### src/rtl/qspi_req_arb_pkg.sv
// Shared types and helpers for the qspi_if request arbiter front end.
package qspi_req_arb_pkg;

    // Default flash address width forwarded to qspi_if
    localparam int ADR_W_DEF    = 24;
    // Default number of data grants tolerated while a fetch waits
    localparam int FAIR_MAX_DEF = 2;

    // Arbiter states: idle plus one busy state per kind of qspi_if access
    typedef enum logic [1:0] {
        ST_IDLE  = 2'd0,
        ST_RD_IF = 2'd1,
        ST_RD_D  = 2'd2,
        ST_WR_D  = 2'd3
    } arb_state_e;

    // Client access size codes (3 behaves as a word)
    typedef enum logic [1:0] {
        SZ_BYTE     = 2'd0,
        SZ_HALF     = 2'd1,
        SZ_WORD     = 2'd2,
        SZ_WORD_ALT = 2'd3
    } size_e;

    // qspi_if length qualifiers: both low means a single byte
    typedef struct packed {
        logic w;
        logic hw;
    } qspi_len_t;

    // Map a client size code onto qspi_if's word/halfword qualifiers
    function automatic qspi_len_t size_to_len(input logic [1:0] size);
        qspi_len_t len;
        len.w  = 1'b0;
        len.hw = 1'b0;
        case (size_e'(size))
            SZ_BYTE: ;
            SZ_HALF: len.hw = 1'b1;
            default: len.w  = 1'b1;
        endcase
        return len;
    endfunction

    // Keep the low adr_w address bits and zero everything above them
    function automatic logic [31:0] qspi_adr(input logic [31:0] adr, input int adr_w);
        logic [31:0] mask;
        mask = (adr_w >= 32) ? 32'hFFFF_FFFF : ((32'd1 << adr_w) - 32'd1);
        return adr & mask;
    endfunction

endpackage

### src/rtl/qspi_req_arb_fetch_buf.sv
// Single-entry fetch buffer: one word tagged by its flash word address.
module qspi_req_arb_fetch_buf
    import qspi_req_arb_pkg::*;
#(
    parameter int TAG_W = ADR_W_DEF - 2
) (
    input  logic             clk,
    input  logic             rst_n,
    input  logic [TAG_W-1:0] lookup_tag_i,
    output logic             hit_o,
    output logic [31:0]      word_o,
    input  logic             load_i,
    input  logic [TAG_W-1:0] load_tag_i,
    input  logic [31:0]      load_word_i,
    input  logic             inv_i,
    input  logic [TAG_W-1:0] inv_tag_i
);

    logic             valid_q;
    logic [TAG_W-1:0] tag_q;
    logic [31:0]      word_q;

    // Load on fetch completion; drop the entry when a write targets its word
    always_ff @(posedge clk or negedge rst_n) begin
        if (!rst_n) begin
            valid_q <= 1'b0;
            tag_q   <= '0;
            word_q  <= '0;
        end else if (load_i) begin
            valid_q <= 1'b1;
            tag_q   <= load_tag_i;
            word_q  <= load_word_i;
        end else if (inv_i && valid_q && (inv_tag_i == tag_q)) begin
            valid_q <= 1'b0;
        end
    end

    assign hit_o  = valid_q && (lookup_tag_i == tag_q);
    assign word_o = word_q;

endmodule

### src/rtl/qspi_req_arb.sv
// Arbitrates an instruction-fetch port and a data port onto qspi_if's
// single-pulse read/write request interface, with a one-word fetch buffer.
module qspi_req_arb
    import qspi_req_arb_pkg::*;
#(
    parameter int ADR_W    = ADR_W_DEF,
    parameter int FAIR_MAX = FAIR_MAX_DEF   // must be at least 1
) (
    input  logic        clk,
    input  logic        rst_n,
    // instruction fetch client
    input  logic        if_req_i,
    input  logic [31:0] if_adr_i,
    output logic        if_ack_o,
    output logic [31:0] if_rdata_o,
    // data client
    input  logic        d_re_i,
    input  logic        d_we_i,
    input  logic [1:0]  d_size_i,
    input  logic [31:0] d_adr_i,
    input  logic [31:0] d_wdata_i,
    output logic        d_ack_o,
    output logic [31:0] d_rdata_o,
    // qspi_if side
    output logic        read_req_o,
    output logic        write_req_o,
    output logic        read_w_o,
    output logic        read_hw_o,
    output logic        write_w_o,
    output logic        write_hw_o,
    output logic [31:0] read_adr_o,
    output logic [31:0] write_adr_o,
    output logic [31:0] write_data_o,
    input  logic        read_valid_i,
    input  logic        write_finish_i,
    input  logic [31:0] read_data_i
);

    localparam int TAG_W = ADR_W - 2;
    localparam int CNT_W = $clog2(FAIR_MAX + 1);
    localparam logic [CNT_W-1:0] FAIR_CNT_MAX = CNT_W'(FAIR_MAX);

    arb_state_e       state_q, state_d;
    logic [CNT_W-1:0] fair_cnt_q, fair_cnt_d;

    logic        read_req_q, read_req_d;
    logic        write_req_q, write_req_d;
    logic        read_w_q, read_w_d;
    logic        read_hw_q, read_hw_d;
    logic        write_w_q, write_w_d;
    logic        write_hw_q, write_hw_d;
    logic [31:0] read_adr_q, read_adr_d;
    logic [31:0] write_adr_q, write_adr_d;
    logic [31:0] write_data_q, write_data_d;
    logic        if_ack_q, if_ack_d;
    logic        d_ack_q, d_ack_d;
    logic [31:0] if_rdata_q, if_rdata_d;
    logic [31:0] d_rdata_q, d_rdata_d;

    logic        buf_hit;
    logic [31:0] buf_word;
    logic        buf_load;
    logic        buf_inv;

    qspi_len_t   d_len;
    logic        fetch_forced;

    assign d_len        = size_to_len(d_size_i);
    // A waiting fetch overrides data once the data side has used its quota
    assign fetch_forced = if_req_i && (fair_cnt_q == FAIR_CNT_MAX);

    qspi_req_arb_fetch_buf #(
        .TAG_W (TAG_W)
    ) u_fetch_buf (
        .clk          (clk),
        .rst_n        (rst_n),
        .lookup_tag_i (if_adr_i[ADR_W-1:2]),
        .hit_o        (buf_hit),
        .word_o       (buf_word),
        .load_i       (buf_load),
        .load_tag_i   (read_adr_q[ADR_W-1:2]),
        .load_word_i  (read_data_i),
        .inv_i        (buf_inv),
        .inv_tag_i    (d_adr_i[ADR_W-1:2])
    );

    // Grant decision, completion handling and next values of all pulse/data registers
    always_comb begin
        state_d      = state_q;
        fair_cnt_d   = fair_cnt_q;
        read_req_d   = 1'b0;
        write_req_d  = 1'b0;
        read_w_d     = read_w_q;
        read_hw_d    = read_hw_q;
        write_w_d    = write_w_q;
        write_hw_d   = write_hw_q;
        read_adr_d   = read_adr_q;
        write_adr_d  = write_adr_q;
        write_data_d = write_data_q;
        if_ack_d     = 1'b0;
        d_ack_d      = 1'b0;
        if_rdata_d   = if_rdata_q;
        d_rdata_d    = d_rdata_q;
        buf_load     = 1'b0;
        buf_inv      = 1'b0;

        case (state_q)
            ST_IDLE: begin
                if (if_req_i && buf_hit) begin
                    // served from the buffer without touching flash
                    if_ack_d   = 1'b1;
                    if_rdata_d = buf_word;
                    fair_cnt_d = '0;
                end else if (if_req_i && (fetch_forced || !(d_we_i || d_re_i))) begin
                    state_d    = ST_RD_IF;
                    read_req_d = 1'b1;
                    read_w_d   = 1'b1;
                    read_hw_d  = 1'b0;
                    read_adr_d = qspi_adr(if_adr_i, ADR_W);
                    fair_cnt_d = '0;
                end else if (d_we_i) begin
                    // write wins when both data strobes are high
                    state_d      = ST_WR_D;
                    write_req_d  = 1'b1;
                    write_w_d    = d_len.w;
                    write_hw_d   = d_len.hw;
                    write_adr_d  = qspi_adr(d_adr_i, ADR_W);
                    write_data_d = d_wdata_i;
                    buf_inv      = 1'b1;
                    if (if_req_i && (fair_cnt_q != FAIR_CNT_MAX)) begin
                        fair_cnt_d = fair_cnt_q + CNT_W'(1);
                    end
                end else if (d_re_i) begin
                    state_d    = ST_RD_D;
                    read_req_d = 1'b1;
                    read_w_d   = d_len.w;
                    read_hw_d  = d_len.hw;
                    read_adr_d = qspi_adr(d_adr_i, ADR_W);
                    if (if_req_i && (fair_cnt_q != FAIR_CNT_MAX)) begin
                        fair_cnt_d = fair_cnt_q + CNT_W'(1);
                    end
                end
            end
            ST_RD_IF: begin
                if (read_valid_i) begin
                    state_d    = ST_IDLE;
                    if_ack_d   = 1'b1;
                    if_rdata_d = read_data_i;
                    buf_load   = 1'b1;
                end
            end
            ST_RD_D: begin
                if (read_valid_i) begin
                    state_d   = ST_IDLE;
                    d_ack_d   = 1'b1;
                    d_rdata_d = read_data_i;
                end
            end
            ST_WR_D: begin
                if (write_finish_i) begin
                    state_d = ST_IDLE;
                    d_ack_d = 1'b1;
                end
            end
            default: state_d = ST_IDLE;
        endcase
    end

    // FSM state and fairness counter
    always_ff @(posedge clk or negedge rst_n) begin
        if (!rst_n) begin
            state_q    <= ST_IDLE;
            fair_cnt_q <= '0;
        end else begin
            state_q    <= state_d;
            fair_cnt_q <= fair_cnt_d;
        end
    end

    // Registered request/ack pulses, latched request fields and returned data
    always_ff @(posedge clk or negedge rst_n) begin
        if (!rst_n) begin
            read_req_q   <= 1'b0;
            write_req_q  <= 1'b0;
            read_w_q     <= 1'b0;
            read_hw_q    <= 1'b0;
            write_w_q    <= 1'b0;
            write_hw_q   <= 1'b0;
            read_adr_q   <= '0;
            write_adr_q  <= '0;
            write_data_q <= '0;
            if_ack_q     <= 1'b0;
            d_ack_q      <= 1'b0;
            if_rdata_q   <= '0;
            d_rdata_q    <= '0;
        end else begin
            read_req_q   <= read_req_d;
            write_req_q  <= write_req_d;
            read_w_q     <= read_w_d;
            read_hw_q    <= read_hw_d;
            write_w_q    <= write_w_d;
            write_hw_q   <= write_hw_d;
            read_adr_q   <= read_adr_d;
            write_adr_q  <= write_adr_d;
            write_data_q <= write_data_d;
            if_ack_q     <= if_ack_d;
            d_ack_q      <= d_ack_d;
            if_rdata_q   <= if_rdata_d;
            d_rdata_q    <= d_rdata_d;
        end
    end

    assign read_req_o   = read_req_q;
    assign write_req_o  = write_req_q;
    assign read_w_o     = read_w_q;
    assign read_hw_o    = read_hw_q;
    assign write_w_o    = write_w_q;
    assign write_hw_o   = write_hw_q;
    assign read_adr_o   = read_adr_q;
    assign write_adr_o  = write_adr_q;
    assign write_data_o = write_data_q;
    assign if_ack_o     = if_ack_q;
    assign d_ack_o      = d_ack_q;
    assign if_rdata_o   = if_rdata_q;
    assign d_rdata_o    = d_rdata_q;

endmodule

### config.mk
export PLATFORM = sky130hd
export DESIGN_NAME = qspi_req_arb
export DESIGN_NICKNAME = d
export VERILOG_FILES = /design/src/rtl/qspi_req_arb_pkg.sv /design/src/rtl/qspi_req_arb_fetch_buf.sv /design/src/rtl/qspi_req_arb.sv
export SDC_FILE = /design/constraint.sdc
export NUM_CORES = 1
export LEC_CHECK = 0
export BUFFER_PORTS_ARGS = -buffer_cell sky130_fd_sc_hd__buf_2
export CELL_PAD_IN_SITES_DETAIL_PLACEMENT = 1
export CELL_PAD_IN_SITES_GLOBAL_PLACEMENT = 1
export CORE_MARGIN = 3
export CORE_UTILIZATION = 44
export CTS_CLUSTER_DIAMETER = 120
export CTS_CLUSTER_SIZE = 14
export DETAILED_ROUTE_END_ITERATION = 12
export MAX_ROUTING_LAYER = met4
export PLACE_DENSITY_LB_ADDON = 0.1
export SLEW_MARGIN = 20
export SYNTH_ARGS = -nofsm -noshare
export SYNTH_HDL_FRONTEND = slang
export SYNTH_SLANG_ARGS = --single-unit
### constraint.sdc
create_clock -name clk -period 7.7 [get_ports clk]
set_clock_uncertainty 0.15 [all_clocks]
set_input_delay 1.155 -clock clk [delete_from_list [all_inputs] [get_ports clk]]
set_output_delay 1.155 -clock clk [all_outputs]
set_load 0.01 [all_outputs]
* After elaboration in Yosys (flattened, before gate mapping) *
Cells that the tools add are included.

operators by class
  $lt $le $gt $ge = 0
  $mul = 0
  mux-type cells = 43
  divide/modulo/power cells = 0
  equality and inequality tests = 15
  add/subtract/negate cells = 1
  bitwise operators = 2
  reduce and logical (&&, ||, !) cells = 24
  shift-type cells = 0

operators by type and width
  operator                                                         count
  32-bit 2-to-1 mux                                                5
  32-bit case mux with 2 select lines                              1
  22-bit == test                                                   2
  1-bit 2-to-1 mux                                                 23
  2-bit 2-to-1 mux                                                 11
  4-bit AND reduction                                              3
  2-bit != test, second input constant                             5
  1-bit logical AND                                                7
  2-bit == test, second input constant                             3
  2-bit case mux with 3 select lines                               1
  2-bit nonzero test                                               3
  2-bit by 1-bit == test with 1-bit output, second input constant  2
  2-bit logical NOT                                                2
  2-bit by 1-bit != test with 1-bit output, second input constant  2
  4-bit != test, second input constant                             1
  1-bit case mux with 2 select lines                               2
  2-bit AND reduction                                              2
  4-bit nonzero test                                               1
  2-bit OR reduction                                               2
  3-bit AND reduction                                              1
  2-bit by 1-bit adder with 2-bit output, second input constant    1
  1-bit logical OR                                                 2
  1-bit inverter                                                   2
  1-bit logical NOT                                                1

storage, ports and cells
  memories kept = 0
  flip-flop bits (word level) = 219
  bits in read-only memories = 0
  output and inout port bits = 168
  word-level logic and storage cells = 103
  latch bits = 0
  RAM bits = 0
  input bits = 137

* Longest topological paths before layout *
  word-level depth = 11
  gate-level depth with buffers = 10
  mapped depth without buffers = 7

* Cells and area by module *
From an unflattened synthesis, not the netlist that was laid out.

unflattened totals
  cells, all modules = 660
  area, all modules = 9271.4 µm²

modules (own cells, without submodules)
  module                  area each (µm²)  times used  cells each  sequential area each (µm²)
  qspi_req_arb            6750.2           1           483         3903.7
  qspi_req_arb_fetch_buf  2521.2           1           177         1376.3

* Worst setup path before layout *
Ideal clock, no wire load.

  path type = input-to-reg
  start = input port if_adr_i[8]
  end = register read_adr_q[15] (netlist: read_adr_o[15])
  slack = 4.560 ns
  data arrival time = 2.865 ns
  buffers on the path = 2
  stages on the path = 7
  cells stage by stage = xor2_1 -> nor4_2 -> and2_1 -> buf_2 -> a221oi_2 -> buf_6 -> mux2_2

on the way
  word-level cells in the longest chain between the ends = 5

ends and longest elaborated chain
  what                                  RTL line                      RTL
  from (decl)                           qspi_req_arb.sv:13            input logic [31:0] if_adr_i,
  22-bit == test                        qspi_req_arb_fetch_buf.sv:38  assign hit_o = valid_q && (lookup_tag_i == tag_q);
  1-bit logical AND                     qspi_req_arb_fetch_buf.sv:38
  1-bit logical AND                     qspi_req_arb.sv:109           if (if_req_i && buf_hit) begin
  1-bit inverter (no source line)       n/a
  4-bit AND reduction (no source line)  n/a
  to (signal assigned)                  qspi_req_arb.sv:203           read_adr_q <= read_adr_d;
  to (decl)                             qspi_req_arb.sv:52            logic [31:0] read_adr_q, read_adr_d;

Every way passes these cells.
A chain may end at the register's enable or synchronous reset.

* Final worst setup path *
  start = register state_q[0]
  end = register if_rdata_q[11] (netlist: if_rdata_o[11])

on the way
  word-level cells in the longest chain between the ends = 3

ends and longest elaborated chain
  what                                                                                  RTL line             RTL
  from (decl)                                                                           qspi_req_arb.sv:43   arb_state_e state_q, state_d;
  from (signal assigned)                                                                qspi_req_arb.sv:175  state_q <= state_d;
  2-bit by 1-bit == test with 1-bit output / 2-bit logical NOT (equally long branches)  qspi_req_arb.sv:107  case (state_q)
  2-bit != test (no source line) / 2-bit nonzero test (equally long branches)           n/a
  3-bit AND reduction (no source line)                                                  n/a
  to (signal assigned)                                                                  qspi_req_arb.sv:208  if_rdata_q <= if_rdata_d;
  to (decl)                                                                             qspi_req_arb.sv:57   logic [31:0] if_rdata_q, if_rdata_d;

Several ways; a longest one is shown, not always the timed one.

==> reports/metrics.cfg <==
[timing]
setup_tns_ps = 0
report.final.slew_viol_count = 0
setup_viol = 0
fin_ws_ps = 3480
tightest_slew_ps = 993
maxSlewHeadroom_pct = 33.6
fin_crit_ps = 4220
clock.fmax_ghz = 0.237
rsz0062_at_grt = false
period_share_pct = 54.8
hold_viol = 0

[global_routing]
antenna_found_initial = 7
grt_usage_pct = 22.4
grt_pass1_vias = 8154
grt_max_degree = 96
overflow = 0
grt_pass1_wl_um = 45000

[pwr]
internal_power_mw = 3.20
p_leak_nw = 5.82
irDropWorstVdd_mv = 0.210
switchingPower_mw = 1.99
power.density_nw_per_um2 = 419
finalPower_mw = 5.19
seqPwrFrac_pct = 37.8
comb_power_share_pct = 45.9
netSwitchingFraction_pct = 38.3
clkPwrFrac_pct = 16.3

[clock_tree]
cts_tree = built
ctsHoldBuffers = 0
path_clk_slew_ps = 70
cts_max_level = 1
numCtsBuffers = 19
cts_resized = 0
cts_buffer_depth = 3
post_cts_buffers = 0
clock_latency_ps = 490
root_buffer = clkbuf_16
cts.sinks = 211

[yosys]
ys_seq_area_share_pct = 51.3
synth_cell_types = 40
yosys_warnings = 0
synth_area_um2 = 10300
synth_enable_flop_cells = 0
synthArstFlopShare_pct = 100
syn_area_per_cell_um2 = 12.5
yosys_register_bits = 211
synth_cells = 822
ys.flop_type = dfrtp_1

[critical_path]
criticalPathCategory = reg2reg
cp_cell_sequence = inv_1 -> ha_2 -> inv_2 -> o21ai_4 -> buf_4 -> nand4_1 -> mux2i_1 -> nor2_1
cp_max_fo = 57
cp_slowest_stage_delay_ps = 940
worst-endpoint-required_ps = 7920
cp.arrival_ps = 4440
end_kind = register
cp_num_buf_inv = 3
critPathLaunchType = register
r2r_start = state_q[0]
critPathLaunch = state_q[0]
crit_family = buffers and inverters
critPathSlowestCell = o21ai_4

[route]
ant_nets = 0
drtIter0Drc = 200
routed_wl_um = 28200
avgViaCountPerCell = 5.37
route.detailed.drc = 0
vias = 7459
first_pass_iters = 5
wl_per_cell_um = 20.3

[floorplan]
fp.coreArea_um2 = 22800
io_pins = 305
die_area_um2 = 25300
fp.dieW_um = 159
die_y_um = 159
initial_utilization_pct = 45.1
row_count = 55

[final_layout]
fin_util_pct = 54.3
final_area_um2 = 12400
regArea_um2 = 5280
drive_above_1_share_pct = 47.4
nNetsFinal = 1212
multiInputGateArea_um2 = 4740
n_fill_cell = 2484
syn_to_final_growth_pct = 20.4

[placed_design]
io_buffers = 272
place_ws_ps = 3340
place.gp.congestion = 0.729
dpl.hpwl_um = 19000
postPlaceCellArea_um2 = 11900

[run_status]
outcome = finished clean

[job]
cap_violations = 0

[worst_hold_path]
hold_start = fair_cnt_q[1]
hold_path_class = reg2reg

-- sequential cells by signal, indices dropped and copies added, names as in the netlist, 2 cells and up --
register            count
d_rdata_o              32
fair_cnt_q              2
if_rdata_o             32
read_adr_o             24
state_q                 2
u_fetch_buf.tag_q      22
u_fetch_buf.word_o     32
write_adr_o            24
write_data_o           32
-- power by group through the flow --
stage          Combinational, mW  Clock (mW)  Sequential, mW
6_report                    2.38       0.847            1.96
5_1_grt                     2.61       0.931            2.04
4_1_cts                     2.42       0.884            1.97
3_5_place_dp                2.41           0            1.98
3_3_place_gp                2.34           0            1.95
2_1_floorplan               1.40           0            2.12
-- synth_stat cells, drive strengths merged (18+ instances only) --
master,count,share of area (%)
dfrtp,211,51
mux2,191,21
mux2i,66,6.4
nand4,39,2.4
buf,38,2.4
nor2,35,1.3
nand3,34,1.7
clkbuf,33,1.2
nand2b,33,2.0
o221ai,32,2.7
xor2,25,2.1
xnor2,19,1.6
nand2,18,0.66
-- metrics by stage --
stage | hold WS (ps) | instances
5_1_grt | 366 | 1389
3_5_place_dp | 328 | 1361
2_1_floorplan | 297 | 837
4_1_cts | 344 | 1382
3_3_place_gp | 308 | 1361
6_report | 337 | 1389
-- worst paths after layout --
kind | cells after the start | slack (ps) | endpoint
min in group asynchronous | 1 | 550 | d_rdata_o[9]
worst max register to register | 8 | 3480 | if_rdata_o[11]
max in group asynchronous | 2 | 5500 | d_rdata_o[21]
worst max-delay path | 8 | 3480 | if_rdata_o[11]
worst min register to register | 2 | 340 | fair_cnt_q[1]
worst min-delay path | 2 | 340 | fair_cnt_q[1]
-- routing by layer --
layer / routed length (µm) / track usage (%) / part of all wire (%)
met5: 0 / - / 0
met2: 14000 / 37.9 / 50
met1: 11800 / 27.5 / 42
met3: 1810 / 5.28 / 6.4
met4: 535 / 5.05 / 1.9
-- logic make-up after synthesis --
group	synth area share, %
multiplexers	27.3
flip-flops	51.3
AND/OR/NAND/NOR	9.36
buffers and inverters	3.92
AO/OA/AOI/OAI	3.67
XOR/XNOR	3.74
adder cells (fa/ha/maj)	0.729
other	0.0364
-- placed cells by master (no fill, tap or decap), types with 2 or more instances in the layout --
master       n
buf_4       10
xnor2_1     19
nand2_1     16
and2_1       2
a21oi_1      2
nor3_1       2
nand3_1     34
dfrtp_1    211
nor4_1       4
xor2_1      25
o21ai_0      2
ha_1         4
mux2i_1     66
nand2b_1    33
o221ai_1    32
o22ai_1      2
buf_2      271
clkbuf_16   19
inv_1        7
or3_1        3
diode_2      7
conb_1      16
nand4_1     39
ha_2         2
nor4_4       2
nor2_1      35
mux2_2     191
-- area by class of cell --
class / count / share of cell area, %
inverters: 8 / 0.242
multi-input cells: 547 / 38.2
repair buffers: 282 / 11.7
well taps: 313 / 3.16
clock buffers: 20 / 3.86
diodes: 7 / 0.141
clock inverters: 1 / 0.131
flip-flops and latches: 211 / 42.6
-- tightest hold or removal path, cell delays in order, from the launching register on --
cell and delay (ps):
dfrtp_1 350, nand2_1 50, o41ai_1 60
No activity file was read; power rests on OpenSTA's default activity.
